===== config.mk =====
export PLATFORM = sky130hd
export DESIGN_NAME = multicycle_controller
export DESIGN_NICKNAME = d
export VERILOG_FILES = /design/src/rtl/multicycle_controller.sv
export SDC_FILE = /design/constraint.sdc
export NUM_CORES = 1
export LEC_CHECK = 0
export BUFFER_PORTS_ARGS = -buffer_cell sky130_fd_sc_hd__buf_2
export CAP_MARGIN = 10
export CORE_MARGIN = 2
export CORE_UTILIZATION = 39
export DETAILED_ROUTE_END_ITERATION = 10
export GPL_ROUTABILITY_DRIVEN = 0
export PLACE_DENSITY = 0.75
export REMOVE_ABC_BUFFERS = 1
export SYNTH_ARGS = -nofsm -noshare
export SYNTH_HDL_FRONTEND = slang
export SYNTH_SLANG_ARGS = --single-unit

===== constraint.sdc =====
create_clock -name clk -period 3.3 [get_ports clk]
set_input_delay 0.66 -clock clk [delete_from_list [all_inputs] [get_ports clk]]
set_output_delay 0.66 -clock clk [all_outputs]
set_load 0.03 [all_outputs]

===== src/rtl/multicycle_controller.sv =====
// Multi-cycle RV32 control FSM: sequences one shared ALU and one unified
// memory port through the steps of each instruction, with memory wait
// states and a per-access watchdog that aborts a stalled access.
module multicycle_controller #(
  parameter int TIMEOUT_CYCLES = 16
) (
  input  logic       clk,
  input  logic       rst,
  input  logic [6:0] op,
  input  logic       zero,
  input  logic       mem_ready,
  output logic       mem_req,
  output logic       AdrSrc,
  output logic       MemWrite,
  output logic       IRWrite,
  output logic       PCWrite,
  output logic       RegWrite,
  output logic [1:0] ResultSrc,
  output logic [1:0] ALUSrcA,
  output logic [1:0] ALUSrcB,
  output logic [1:0] ALUOp,
  output logic [1:0] ImmSrc,
  output logic       retire,
  output logic       illegal,
  output logic       bus_err,
  output logic [3:0] state
);

  typedef enum logic [3:0] {
    FETCH = 4'd0, DECODE = 4'd1, MEMADR = 4'd2, MEMREAD = 4'd3, MEMWB = 4'd4,
    MEMWRITE = 4'd5, EXECR = 4'd6, ALUWB = 4'd7, EXECI = 4'd8, JAL = 4'd9,
    BEQ = 4'd10
  } state_t;

  localparam logic [6:0] OP_LW   = 7'b0000011;
  localparam logic [6:0] OP_SW   = 7'b0100011;
  localparam logic [6:0] OP_R    = 7'b0110011;
  localparam logic [6:0] OP_I    = 7'b0010011;
  localparam logic [6:0] OP_JAL  = 7'b1101111;
  localparam logic [6:0] OP_BEQ  = 7'b1100011;
  // Counter value at which the last permitted wait cycle is reached.
  localparam logic [7:0] TO_LAST = 8'(TIMEOUT_CYCLES - 1);

  state_t     state_r, next_s;
  logic [7:0] cnt_r;
  logic       in_mem_s, timeout_s;
  logic       mem_req_s, adr_src_s, mem_write_s, ir_write_s, pc_write_s;
  logic       reg_write_s, retire_s, illegal_s;
  logic [1:0] result_src_s, alu_src_a_s, alu_src_b_s, alu_op_s, imm_src_s;

  // A watchdog timeout is only possible while a memory access is waiting.
  assign in_mem_s  = (state_r == FETCH) || (state_r == MEMREAD) || (state_r == MEMWRITE);
  assign timeout_s = (TIMEOUT_CYCLES != 0) && in_mem_s && !mem_ready && (cnt_r == TO_LAST);

  // State register; reset forces the FSM back to instruction fetch.
  always_ff @(posedge clk or negedge rst) begin
    if (!rst) begin
      state_r <= FETCH;
    end else begin
      state_r <= next_s;
    end
  end

  // Wait-cycle counter: counts stalled memory cycles, clears on any state
  // change or timeout, and saturates so a disabled watchdog never wraps.
  always_ff @(posedge clk or negedge rst) begin
    if (!rst) begin
      cnt_r <= 8'd0;
    end else if (in_mem_s && !mem_ready && !timeout_s && (next_s == state_r)) begin
      cnt_r <= (cnt_r == 8'hFF) ? cnt_r : cnt_r + 8'd1;
    end else begin
      cnt_r <= 8'd0;
    end
  end

  // Next-state and per-state control decode; defaults keep unlisted controls low.
  always_comb begin
    next_s       = state_r;
    mem_req_s    = 1'b0;
    adr_src_s    = 1'b0;
    mem_write_s  = 1'b0;
    ir_write_s   = 1'b0;
    pc_write_s   = 1'b0;
    reg_write_s  = 1'b0;
    retire_s     = 1'b0;
    illegal_s    = 1'b0;
    result_src_s = 2'b00;
    alu_src_a_s  = 2'b00;
    alu_src_b_s  = 2'b00;
    alu_op_s     = 2'b00;
    case (state_r)
      FETCH: begin
        mem_req_s    = 1'b1;
        alu_src_b_s  = 2'b10;
        result_src_s = 2'b10;
        if (mem_ready) begin
          ir_write_s = 1'b1;
          pc_write_s = 1'b1;
          next_s     = DECODE;
        end else begin
          next_s = FETCH;
        end
      end
      DECODE: begin
        alu_src_a_s = 2'b01;
        alu_src_b_s = 2'b01;
        case (op)
          OP_LW, OP_SW: next_s = MEMADR;
          OP_R:         next_s = EXECR;
          OP_I:         next_s = EXECI;
          OP_JAL:       next_s = JAL;
          OP_BEQ:       next_s = BEQ;
          default: begin
            illegal_s = 1'b1;
            next_s    = FETCH;
          end
        endcase
      end
      MEMADR: begin
        alu_src_a_s = 2'b10;
        alu_src_b_s = 2'b01;
        if (op == OP_LW) begin
          next_s = MEMREAD;
        end else if (op == OP_SW) begin
          next_s = MEMWRITE;
        end else begin
          next_s = FETCH;
        end
      end
      MEMREAD: begin
        mem_req_s = 1'b1;
        adr_src_s = 1'b1;
        if (mem_ready) begin
          next_s = MEMWB;
        end else if (timeout_s) begin
          next_s = FETCH;
        end else begin
          next_s = MEMREAD;
        end
      end
      MEMWB: begin
        result_src_s = 2'b01;
        reg_write_s  = 1'b1;
        retire_s     = 1'b1;
        next_s       = FETCH;
      end
      MEMWRITE: begin
        mem_req_s   = 1'b1;
        adr_src_s   = 1'b1;
        // An aborted store must not write in its final cycle.
        mem_write_s = !timeout_s;
        if (mem_ready) begin
          retire_s = 1'b1;
          next_s   = FETCH;
        end else if (timeout_s) begin
          next_s = FETCH;
        end else begin
          next_s = MEMWRITE;
        end
      end
      EXECR: begin
        alu_src_a_s = 2'b10;
        alu_op_s    = 2'b10;
        next_s      = ALUWB;
      end
      EXECI: begin
        alu_src_a_s = 2'b10;
        alu_src_b_s = 2'b01;
        alu_op_s    = 2'b10;
        next_s      = ALUWB;
      end
      ALUWB: begin
        reg_write_s = 1'b1;
        retire_s    = 1'b1;
        next_s      = FETCH;
      end
      JAL: begin
        alu_src_a_s = 2'b01;
        alu_src_b_s = 2'b10;
        pc_write_s  = 1'b1;
        next_s      = ALUWB;
      end
      BEQ: begin
        alu_src_a_s = 2'b10;
        alu_op_s    = 2'b01;
        pc_write_s  = zero;
        retire_s    = 1'b1;
        next_s      = FETCH;
      end
      default: next_s = FETCH;
    endcase
  end

  // Immediate format follows the opcode in every state.
  always_comb begin
    case (op)
      OP_SW:   imm_src_s = 2'b01;
      OP_BEQ:  imm_src_s = 2'b10;
      OP_JAL:  imm_src_s = 2'b11;
      default: imm_src_s = 2'b00;
    endcase
  end

  // Output stage: while reset is held only the fetch request is visible, so
  // no input-dependent strobe can leak out during reset.
  always_comb begin
    state = state_r;
    if (!rst) begin
      mem_req   = 1'b1;
      AdrSrc    = 1'b0;
      MemWrite  = 1'b0;
      IRWrite   = 1'b0;
      PCWrite   = 1'b0;
      RegWrite  = 1'b0;
      ResultSrc = 2'b00;
      ALUSrcA   = 2'b00;
      ALUSrcB   = 2'b00;
      ALUOp     = 2'b00;
      ImmSrc    = 2'b00;
      retire    = 1'b0;
      illegal   = 1'b0;
      bus_err   = 1'b0;
    end else begin
      mem_req   = mem_req_s;
      AdrSrc    = adr_src_s;
      MemWrite  = mem_write_s;
      IRWrite   = ir_write_s;
      PCWrite   = pc_write_s;
      RegWrite  = reg_write_s;
      ResultSrc = result_src_s;
      ALUSrcA   = alu_src_a_s;
      ALUSrcB   = alu_src_b_s;
      ALUOp     = alu_op_s;
      ImmSrc    = imm_src_s;
      retire    = retire_s;
      illegal   = illegal_s;
      bus_err   = timeout_s;
    end
  end

endmodule

==> results_dict.tcl <==
set metrics [dict create \
    maxSlewViolCount 0 \
    maxSlewHeadroom 0.6006 \
    synth_edf_count 0 \
    crit_arrival_ps 2210 \
    io_pins 34 \
    worst_slack_ps 428.5 \
    hp-class "input port to asynchronous set/reset pin" \
    hold_violations 0 \
    synth_cell_types 44 \
    initial_core_util 0.4001 \
    crit_path_start_kind "flip-flop" \
    dp.cells 189 \
    fmax_mhz 348.2 \
    yosysWarningCount 0 \
    finalSetupTns_ps 0 \
    p_leak_nw 0.5941 \
    viasPerCell 6.146 \
    die_y_um 56.50 \
    core_area_sq_um 2686 \
    grt_pass1_vias 1091 \
    clock_latency_ps 270 \
    synth_area_sq_um 1075 \
    switching_share 0.3479 \
    holdWs_ps 331.1 \
    drt-met1-wl_um 1167 \
    rows 19 \
    fin_crit_ps 2872 \
    tightest_slew_ps 599.1 \
    drc 0 \
    wl_met3_um 240 \
    synthCells 134 \
    async_reset_ff_frac 1.000 \
    dieWidth_um 56.50 \
    path_max_fanout 18 \
    clock-sinks 12 \
    clk_pin_slew_ps 70 \
    grt_remaining_overflow 0 \
    rsz0062_at_grt "no" \
    endpoint_kind "output pin" \
    route.detailed.wl_per_inst_um 14.25 \
    reg2regPathDepth 4 \
    first_pass_iters 4 \
    top_layer "met4" \
    hpwlAfterDp_um 2032 \
    vias 1180 \
    wirelength_um 2736 \
    drt-initial-drc-count 81 \
    diodes 0 \
    ant_nets 0 \
    final_common_cell "buf_2" \
    ir_worst_vdd_uv 182.9 \
    holdBufCountCts 0 \
    internal_power_uw 233.9 \
    routed-wl-met2_um 1289 \
    synth_area_per_cell_sq_um 8.021 \
    critical_path_class "flip-flop to output pin" \
    grt_max_degree 25 \
    p_sw_uw 124.8 \
    grt_pass1_wl_um 4795 \
    layout.cells.non_filler 192 \
    die_area_sq_um 3192 \
    total_power_uw 358.7 \
    cts_setup_buffers 0 \
    synth-seq-area-share 0.2794 \
    track_usage 0.1840 \
    required_ps 2640 \
    clock_skew_ps 4.316 \
    power.share.sequential 0.447 \
    mostFrequentLayoutCells "33 x buf_2, 12 x nor2_1, 12 x dfrtp_1" \
    clk_path_buf_depth 2 \
    clockPowerShare 0.245 \
    cts_resized 0 \
    root_buffer "clkbuf_4" \
    fin_crit_sh 0.8702 \
    dp_worst_setup_slack_ps 736.6 \
    synth-main-ff-cell "dfrtp_1" \
    ys_ff_latch 12 \
    power.density_nw_per_um2 283.3 \
    cts_tree "built" \
    p_comb_frac 0.308 \
    layout-drive-gt1-share 0.2609 \
    cts_buffers 3 \
    final_nets 175 \
    drv_cap 0 \
    antenna_found_initial 0 \
    cts_max_level 1 \
    outcome "complete, no violations" \
    setup_viol_count_final 0 \
    syn2layout_area_growth_pct 17.81 \
    io_buffers 33 \
]
[layer usage]
layer	GRT usage	vias up
met5	0	-
met4	0.06803	0
met3	0.02304	4
met2	0.3040	69
met1	0.2443	555
li1	-	552
[cell usage after synthesis (3+ instances only)]
library cell  count  area (sq um)
nor2b_1           4         25.02
a211oi_1          4         30.03
and3_1           10         62.56
nand2_1           6         22.52
dfrtp_1          12         300.3
and2_1            6         37.54
a22oi_1           3         22.52
nand3_1           5         25.02
nor4_1            3         18.77
a21oi_1           5         25.02
clkbuf_1          8         30.03
a31oi_1           4         25.02
nor2_1           12         45.04
nand4_1           3         18.77
nand2b_1          7         43.79
nor3_1            7         35.03
xnor2_1           4         35.03
[sequential cells by signal, summed over array words and instances (netlist names)]
name   flops
state      4
cnt_r      8
[power by group through the flow]
stage | Clock [mW] | Combinational [mW] | Sequential, mW
finish | 0.0880 | 0.110 | 0.160
global route | 0.0973 | 0.122 | 0.162
CTS | 0.0912 | 0.111 | 0.160
detailed placement | 0 | 0.111 | 0.163
global placement | 0 | 0.108 | 0.162
floorplan | 0 | 0.0647 | 0.170
[kinds of logic (layout without fill, tap and decap cells)]
family	Yosys count	after routing	share of synthesized area
DFF	12	12	0.2794
muxes	2	2	0.01863
xor gates and xnor gates	4	4	0.03259
buffers and inverters	12	39	0.04657
and+or+nand+nor	75	75	0.4040
adders and majority gates	2	2	0.02095
AOI/OAI and AO/OA	27	27	0.1979
[worst max-delay path, cell delays in order (launching register included)]
cell and delay, ps:
dfrtp_1 660, xnor2_1 260, a2111oi_4 460, and2b_1 240, and2_1 130, buf_2 190
[final timing paths]
kind                                from       end  slack (ps)
worst max-delay path            state[1]   bus_err         430
worst min-delay path                 rst  cnt_r[4]         330
worst max register to register  state[1]  state[2]        1400
worst min register to register  cnt_r[5]  cnt_r[5]         550
max in group asynchronous            rst  state[1]        2660
min in group clk                cnt_r[5]  cnt_r[5]         550
[layout make-up]
cell class,instances,area [sq um]
Clock buffer,3,22.52
Fill cell,270,1420
Inverter,2,7.507
Multi-Input combinational cell,110,724.4
Sequential cell,12,300.3
Tap cell,31,38.79
Timing Repair Buffer,34,172.7
[stage by stage]
stage,utilization,cell area [sq um]
3_3_place_gp,0.4630,1244
6_report,0.4714,1266
2_1_floorplan,-,1032
3_5_place_dp,0.4630,1244
4_1_cts,0.4714,1266
5_1_grt,0.4714,1266
No activity file was read; power rests on OpenSTA's default activity.
